===== config.mk =====
export PLATFORM = sky130hd
export DESIGN_NAME = mc_control
export DESIGN_NICKNAME = d
export VERILOG_FILES = /design/src/rtl/mc_pkg.sv /design/src/rtl/mc_wait_timer.sv /design/src/rtl/mc_control.sv
export SDC_FILE = /design/constraint.sdc
export NUM_CORES = 1
export LEC_CHECK = 0
export CORE_MARGIN = 1.5
export CORE_UTILIZATION = 49
export CTS_CLUSTER_SIZE = 10
export DETAILED_ROUTE_END_ITERATION = 16
export GPL_TIMING_DRIVEN = 0
export PLACE_DENSITY_LB_ADDON = 0.3
export SYNTH_ARGS = -nofsm -noshare
export SYNTH_HDL_FRONTEND = slang
export SYNTH_SLANG_ARGS = --single-unit
export TNS_END_PERCENT = 50

===== constraint.sdc =====
create_clock -name clk -period 2.2 [get_ports clk]
set_clock_uncertainty 0.05 [all_clocks]
set_input_delay 0.33 -clock clk [delete_from_list [all_inputs] [get_ports clk]]
set_output_delay 0.33 -clock clk [all_outputs]
set_load 0.1 [all_outputs]

===== src/rtl/mc_pkg.sv =====
// Shared definitions for the multicycle MIPS main controller: state encoding,
// opcodes, ALUOp and PC-source encodings.
package mc_pkg;

  typedef enum logic [3:0] {
    S_IDLE     = 4'd0,
    S_FETCH,
    S_DECODE,
    S_EXEC_R,
    S_EXEC_I,
    S_MEM_ADDR,
    S_MEM_RD,
    S_MEM_WR,
    S_WB_R,
    S_WB_I,
    S_WB_MEM,
    S_BRANCH,
    S_JUMP,
    S_ILLEGAL
  } state_t;

  localparam logic [5:0] OP_RTYPE = 6'b000000;
  localparam logic [5:0] OP_J     = 6'b000010;
  localparam logic [5:0] OP_BEQ   = 6'b000100;
  localparam logic [5:0] OP_BNE   = 6'b000101;
  localparam logic [5:0] OP_ADDI  = 6'b001000;
  localparam logic [5:0] OP_SLTI  = 6'b001010;
  localparam logic [5:0] OP_ANDI  = 6'b001100;
  localparam logic [5:0] OP_ORI   = 6'b001101;
  localparam logic [5:0] OP_LW    = 6'b100011;
  localparam logic [5:0] OP_SW    = 6'b101011;

  // Shared with the existing ALU control decoder; do not renumber.
  localparam logic [2:0] ALU_ADD   = 3'b000;
  localparam logic [2:0] ALU_SUB   = 3'b001;
  localparam logic [2:0] ALU_RTYPE = 3'b010;
  localparam logic [2:0] ALU_AND   = 3'b011;
  localparam logic [2:0] ALU_OR    = 3'b100;
  localparam logic [2:0] ALU_SLT   = 3'b101;

  localparam logic [1:0] PC_SRC_SEQ    = 2'b00;
  localparam logic [1:0] PC_SRC_BRANCH = 2'b01;
  localparam logic [1:0] PC_SRC_JUMP   = 2'b10;

  function automatic logic is_wait_state(input state_t s);
    return (s == S_FETCH) || (s == S_MEM_RD) || (s == S_MEM_WR);
  endfunction

endpackage


===== src/rtl/mc_wait_timer.sv =====
// Memory wait counter: counts cycles spent in a memory state without mem_ready
// and flags the cycle that would exhaust the TIMEOUT budget.
module mc_wait_timer
  import mc_pkg::*;
#(
  parameter int TIMEOUT = 255
) (
  input  logic clk,
  input  logic rst_n,
  input  logic waiting,
  input  logic mem_ready,
  output logic timeout
);

  localparam int CW = (TIMEOUT < 2) ? 1 : $clog2(TIMEOUT);

  logic [CW-1:0] count_q, count_d;

  // The TIMEOUT-th unanswered cycle is the error cycle, so compare one short.
  assign timeout = waiting && !mem_ready && (count_q == CW'(TIMEOUT - 1));

  always_comb begin
    count_d = count_q + CW'(1);
    if (!waiting || mem_ready || timeout) count_d = '0;
  end

  always_ff @(posedge clk) begin
    if (!rst_n) count_q <= '0;
    else        count_q <= count_d;
  end

endmodule


===== src/rtl/mc_control.sv =====
// Multicycle main controller: sequences fetch/decode/execute/memory/writeback,
// decodes datapath controls from the current state and counts retirements.
module mc_control
  import mc_pkg::*;
#(
  parameter int TIMEOUT = 255,
  parameter int CNT_W   = 32
) (
  input  logic             clk,
  input  logic             rst_n,
  input  logic [5:0]       opcode,
  input  logic             zero,
  input  logic             mem_ready,
  output logic             mem_read,
  output logic             mem_write,
  output logic             i_or_d,
  output logic             ir_write,
  output logic             pc_write,
  output logic [1:0]       pc_src,
  output logic [2:0]       alu_op,
  output logic             alu_src,
  output logic             reg_dst,
  output logic             mem_to_reg,
  output logic             reg_write,
  output logic             illegal,
  output logic             bus_err,
  output logic [CNT_W-1:0] retired,
  output logic [3:0]       state
);

  state_t           state_q, state_d;
  logic [CNT_W-1:0] retired_q, retired_d;
  logic             waiting, timeout, retire;

  assign waiting = is_wait_state(state_q);

  mc_wait_timer #(.TIMEOUT(TIMEOUT)) u_wait_timer (
    .clk       (clk),
    .rst_n     (rst_n),
    .waiting   (waiting),
    .mem_ready (mem_ready),
    .timeout   (timeout)
  );

  always_comb begin
    state_d    = state_q;
    retire     = 1'b0;
    mem_read   = 1'b0;
    mem_write  = 1'b0;
    i_or_d     = 1'b0;
    ir_write   = 1'b0;
    pc_write   = 1'b0;
    pc_src     = PC_SRC_SEQ;
    alu_op     = ALU_ADD;
    alu_src    = 1'b0;
    reg_dst    = 1'b0;
    mem_to_reg = 1'b0;
    reg_write  = 1'b0;
    illegal    = 1'b0;
    bus_err    = 1'b0;
    case (state_q)
      S_IDLE: state_d = S_FETCH;
      S_FETCH: begin
        mem_read = 1'b1;
        if (mem_ready) begin
          ir_write = 1'b1;
          pc_write = 1'b1;
          state_d  = S_DECODE;
        end else if (timeout) begin
          bus_err = 1'b1;
        end
      end
      S_DECODE: begin
        case (opcode)
          OP_RTYPE:                         state_d = S_EXEC_R;
          OP_LW, OP_SW:                     state_d = S_MEM_ADDR;
          OP_BEQ, OP_BNE:                   state_d = S_BRANCH;
          OP_ADDI, OP_SLTI, OP_ANDI, OP_ORI: state_d = S_EXEC_I;
          OP_J:                             state_d = S_JUMP;
          default:                          state_d = S_ILLEGAL;
        endcase
      end
      S_EXEC_R: begin
        alu_op  = ALU_RTYPE;
        alu_src = 1'b1;
        state_d = S_WB_R;
      end
      S_EXEC_I: begin
        case (opcode)
          OP_SLTI: alu_op = ALU_SLT;
          OP_ANDI: alu_op = ALU_AND;
          OP_ORI:  alu_op = ALU_OR;
          default: alu_op = ALU_ADD;
        endcase
        state_d = S_WB_I;
      end
      S_MEM_ADDR: state_d = (opcode == OP_LW) ? S_MEM_RD : S_MEM_WR;
      S_MEM_RD: begin
        mem_read = 1'b1;
        i_or_d   = 1'b1;
        if (mem_ready) begin
          state_d = S_WB_MEM;
        end else if (timeout) begin
          bus_err = 1'b1;
          state_d = S_FETCH;
        end
      end
      S_MEM_WR: begin
        mem_write = 1'b1;
        i_or_d    = 1'b1;
        if (mem_ready) begin
          retire  = 1'b1;
          state_d = S_FETCH;
        end else if (timeout) begin
          bus_err = 1'b1;
          state_d = S_FETCH;
        end
      end
      S_WB_R: begin
        reg_write = 1'b1;
        reg_dst   = 1'b1;
        retire    = 1'b1;
        state_d   = S_FETCH;
      end
      S_WB_I: begin
        reg_write = 1'b1;
        retire    = 1'b1;
        state_d   = S_FETCH;
      end
      S_WB_MEM: begin
        reg_write  = 1'b1;
        mem_to_reg = 1'b1;
        retire     = 1'b1;
        state_d    = S_FETCH;
      end
      S_BRANCH: begin
        alu_op   = ALU_SUB;
        alu_src  = 1'b1;
        pc_src   = PC_SRC_BRANCH;
        pc_write = (opcode == OP_BNE) ? !zero : zero;
        retire   = 1'b1;
        state_d  = S_FETCH;
      end
      S_JUMP: begin
        pc_write = 1'b1;
        pc_src   = PC_SRC_JUMP;
        retire   = 1'b1;
        state_d  = S_FETCH;
      end
      S_ILLEGAL: begin
        illegal = 1'b1;
        state_d = S_FETCH;
      end
      default: state_d = S_IDLE;
    endcase
  end

  assign retired_d = retire ? retired_q + CNT_W'(1) : retired_q;

  always_ff @(posedge clk) begin
    if (!rst_n) begin
      state_q   <= S_IDLE;
      retired_q <= '0;
    end else begin
      state_q   <= state_d;
      retired_q <= retired_d;
    end
  end

  assign retired = retired_q;
  assign state   = state_q;

endmodule

==> results_tabular.tex <==
\begin{tabular}{lr}
\hline
Metric & Value \\
\hline
\multicolumn{2}{l}{\textbf{Yosys}} \\
Mapped Cells & 313 \\
Most frequently used flop master after synthesis & sky130\_fd\_sc\_hd\_\_dfxtp\_1 \\
Mapped cell area & 2460 um2 \\
Unique masters post-synth & 52 \\
Post-synthesis sequential area ratio & 0.359 \\
Synthesized area per cell & 7.85 um2 \\
Asr flop ratio synth & 0 \\
Share of the synthesized area in the top cell type & 0.359 \\
Register bit total from synthesis & 44 \\
Largest cells by area after synthesis & sky130\_fd\_sc\_hd\_\_dfxtp\_1 36\%, sky130\_fd\_sc\_hd\_\_nor2\_1 6.7\%, sky130\_fd\_sc\_hd\_\_xor2\_1 6.1\%, sky130\_fd\_sc\_hd\_\_nand3\_1 5.1\%, sky130\_fd\_sc\_hd\_\_xnor2\_1 3.9\% \\
Number of flops mapped to enable cells by yosys & 0 \\
Cell type contributing the most total cell area after synthesis & sky130\_fd\_sc\_hd\_\_dfxtp\_1 \\
Yosys Warn Count & 0 \\
Synthesized netlist net count & 326 \\
\multicolumn{2}{l}{\textbf{Placed design}} \\
Port Buf Inserts & 57 \\
Routability Congestion & 0.891 \\
Placed insts & 437 \\
Pre-CTS setup slack & -0.896 ns \\
DP Wirelength & 4400 um \\
\multicolumn{2}{l}{\textbf{Timing}} \\
Shortest clock period the worst path allows after layout & 2.18 ns \\
Total count of hold-check failures in the final report & 0 \\
Slew at the pin closest to its max-slew limit & 0.977 ns \\
Worst Setup Slack, final & 0.0178 ns \\
Achievable frequency & 0.458 GHz \\
Tightest slew margin relative to the limit & 0.347 \\
Setup violation total in the final timing report & 0 \\
Unrepaired setup endpoints after global routing & true \\
Final period utilization & 0.992 \\
Final worst hold slack & 0.423 ns \\
Number of pins with negative max-slew slack in the final report & 0 \\
\multicolumn{2}{l}{\textbf{Global routing}} \\
Global-route total usage across every layer & 0.234 \\
Number of global-route vias before repair & 2252 \\
Largest net degree at the start of global routing & 15 \\
Wire length of the first global-routing pass & 9990 um \\
Global-route congestion overflow total & 0 \\
Initial antenna violation count & 0 \\
\multicolumn{2}{l}{\textbf{Cells and area}} \\
Sequential cell area & 922 um2 \\
ANT cells & 0 \\
Layout cell share with drive strength beyond 1 & 0.232 \\
Post-route non-filler standard cell count & 447 \\
\# nets final & 392 \\
Number of filler instances in the final layout & 358 \\
Growth of design area from synthesis to finish & 41.9\% \\
Multi-input gate area in the final layout & 1660 um2 \\
\multicolumn{2}{l}{\textbf{Die}} \\
Overall die area & 5450 um2 \\
Core area & 4790 um2 \\
Row count & 25 \\
Number of I/O pins & 62 \\
Floorplan die height & 73.8 um \\
Initial standard-cell utilization of the core & 0.513 \\
Floorplan die width & 73.8 um \\
\multicolumn{2}{l}{\textbf{Job}} \\
Max-Cap Viols & 0 \\
\multicolumn{2}{l}{\textbf{Critical path}} \\
Critical path startpoint category & primary input \\
Critical path data required time & 1.82 ns \\
R2R Path Start & state[3]\$\_SDFFE\_PN0P\_ \\
FF-to-FF path depth & 6 \\
Critical Setup Path Class & in2out \\
Worst reg-to-reg setup slack & 0.20 ns \\
R2r endpoint & retired[22]\$\_SDFFE\_PN0P\_ \\
Crit Path Max Fanout & 5 \\
Kind of capture point of the worst setup path & output port \\
Arrival time worst endpoint & 1.80 ns \\
\multicolumn{2}{l}{\textbf{Outcome}} \\
Result of the run & completed \\
\multicolumn{2}{l}{\textbf{Worst hold path}} \\
Worst-case hold path end point & retired[31]\$\_SDFFE\_PN0P\_ \\
Worst hold-check path type & reg2reg \\
Number of cells traversed by the worst hold path & 2 \\
Min-delay src & retired[31]\$\_SDFFE\_PN0P\_ \\
\multicolumn{2}{l}{\textbf{Detailed routing}} \\
Number of detailed-route iterations in the first pass & 4 \\
Per-cell via count in the routed design & 5.68 \\
Detailed router's first-iteration violation count & 178 \\
Residual DRC count & 0 \\
Total number of vias & 2540 \\
Routed wirelength normalized by instance count & 14.0 um \\
Remaining number of nets flagged by the antenna check after routing & 0 \\
Routed WL & 6280 um \\
\multicolumn{2}{l}{\textbf{Clock tree}} \\
Worst-Skew Late Latency & 0.30 ns \\
CTS hold repair buffers & 0 \\
Clock transition at the register clock pins on the worst setup and hold paths after CTS & 0.08 ns \\
Clock tree from TritonCTS & done \\
H-tree level count & 2 \\
Clock tree buffer depth & 2 \\
Total clock buffers created by CTS & 5 \\
Number of clock sinks & 44 \\
Master cell of the clock root buffer & sky130\_fd\_sc\_hd\_\_clkbuf\_8 \\
\multicolumn{2}{l}{\textbf{Pwr}} \\
IR drop worst, VDD & 0.000335 V \\
PD cells & 536 nW/um2 \\
Static Leak & 1.45 nW \\
\hline
\end{tabular}
-- cell type report --
type / count / share of cell area
plain buffers: 14 / 0.0237
clock buffers: 6 / 0.0237
clock inverters: 2 / 0.0111
inverters: 8 / 0.00969
multi-input cells: 247 / 0.476
flip-flops and latches: 44 / 0.265
well taps: 67 / 0.0240
repair buffers: 59 / 0.167
-- repair_timing --
| item | in CTS | in global routing |
|---|---|---|
| setup endpoints to repair | 40 | 21 |
| pin swaps | 2 | 1 |
| gates cloned | 0 | 0 |
| gates resized for setup | 116 | 24 |
| setup buffers | 0 | 2 |
-- cells by family (layout without fill, tap and decap cells) --
logic type | after synthesis | count (layout) | share of synthesized area
mux | 2 | 2 | 0.00815
fa+ha+maj | 3 | 3 | 0.0153
flops | 44 | 44 | 0.359
xor+xnor | 28 | 28 | 0.0998
simple gates | 166 | 166 | 0.363
buf+inv | 22 | 89 | 0.0336
compound gates | 48 | 48 | 0.122
-- synth_stat cells (2+ instances only) --
library cell / instances
sky130_fd_sc_hd__a21oi_1: 17
sky130_fd_sc_hd__and2_1: 6
sky130_fd_sc_hd__and3_1: 5
sky130_fd_sc_hd__and4_1: 2
sky130_fd_sc_hd__clkbuf_1: 14
sky130_fd_sc_hd__dfxtp_1: 44
sky130_fd_sc_hd__ha_1: 3
sky130_fd_sc_hd__inv_1: 8
sky130_fd_sc_hd__mux2i_1: 2
sky130_fd_sc_hd__nand2_1: 25
sky130_fd_sc_hd__nand2b_1: 4
sky130_fd_sc_hd__nand3_1: 25
sky130_fd_sc_hd__nand4_1: 11
sky130_fd_sc_hd__nand4b_1: 2
sky130_fd_sc_hd__nor2_1: 44
sky130_fd_sc_hd__nor2b_1: 5
sky130_fd_sc_hd__nor3_1: 6
sky130_fd_sc_hd__nor3b_1: 2
sky130_fd_sc_hd__nor4_1: 8
sky130_fd_sc_hd__o211ai_1: 2
sky130_fd_sc_hd__o21ai_0: 12
sky130_fd_sc_hd__o31ai_1: 3
sky130_fd_sc_hd__or3_1: 6
sky130_fd_sc_hd__or4_1: 3
sky130_fd_sc_hd__xnor2_1: 11
sky130_fd_sc_hd__xor2_1: 17
-- per-stage QoR --
step / cell area [um2] / util / TNS (ns) / power, mW
4_1_cts: 3410 / 0.712 / 0 / 1.86
6_report: 3490 / 0.728 / 0 / 1.87
3_3_place_gp: 3320 / 0.694 / -7.12 / 1.22
2_1_floorplan: 2670 / - / -1.51 / 1.13
5_1_grt: 3490 / 0.728 / -0.0758 / 1.94
3_5_place_dp: 3320 / 0.694 / -7.26 / 1.22
-- worst max path at each step --
stage / slack, ns / end / startpoint
2_1_floorplan: -0.25 / alu_op[2] / state[2]$_SDFFE_PN0P_
3_3_place_gp: -0.88 / alu_op[1] / opcode[5]
3_5_place_dp: -0.90 / alu_op[1] / opcode[5]
4_1_cts: 0.0007 / alu_op[2] / opcode[4]
5_1_grt: -0.05 / pc_write / opcode[4]
6_report: 0.02 / alu_op[2] / opcode[4]
-- cells in the final DEF (no fill, tap or decap), types with 4 or more instances in the layout --
cell                              Yosys  routed
sky130_fd_sc_hd__xor2_1              17      17
sky130_fd_sc_hd__clkbuf_8             0       7
sky130_fd_sc_hd__a21oi_1             17      17
sky130_fd_sc_hd__dlymetal6s2s_1       0      10
sky130_fd_sc_hd__dfxtp_4              0       4
sky130_fd_sc_hd__clkdlybuf4s50_1      0       7
sky130_fd_sc_hd__inv_1                8       7
sky130_fd_sc_hd__nand2_1             25      24
sky130_fd_sc_hd__and2_1               6       6
sky130_fd_sc_hd__buf_4                0       6
sky130_fd_sc_hd__or3_1                6       5
sky130_fd_sc_hd__nor3_1               6       4
sky130_fd_sc_hd__clkbuf_1            14       9
sky130_fd_sc_hd__nand3_1             25      23
sky130_fd_sc_hd__nand4_1             11      11
sky130_fd_sc_hd__o21ai_0             12      10
sky130_fd_sc_hd__clkbuf_4             0       5
sky130_fd_sc_hd__nand2b_1             4       4
sky130_fd_sc_hd__dfxtp_2              0      21
sky130_fd_sc_hd__and3_1               5       5
sky130_fd_sc_hd__xnor2_1             11      11
sky130_fd_sc_hd__dlygate4sd2_1        0      24
sky130_fd_sc_hd__nor4_1               8       6
sky130_fd_sc_hd__nor2_1              44      39
sky130_fd_sc_hd__dfxtp_1             44      19
-- routing by layer --
layer	vias up	share of wire	GRT usage
li1	1248	-	-
met1	1182	0.44	0.303
met2	99	0.50	0.392
met3	11	0.055	0.0439
met4	0	0.014	0.0761
met5	-	0	0
-- power by group --
group | leakage [nW] | internal, mW | total (mW) | switching (mW)
clock | 0.0614 | 0.371 | 0.656 | 0.285
combinational | 1.02 | 0.108 | 0.393 | 0.285
sequential | 0.369 | 0.805 | 0.821 | 0.0165
-- registers in the layout (all words and copies together), names as in the netlist --
register,count
retired,32
u_wait_timer.count_q,8
state,4
-- worst max-delay path: stages --
cell and delay [ns]:
sky130_fd_sc_hd__clkdlybuf4s50_1 0.55, sky130_fd_sc_hd__or3_4 0.42, sky130_fd_sc_hd__nor4_4 0.24, sky130_fd_sc_hd__buf_6 0.26
(Power assumes the default switching activity.)
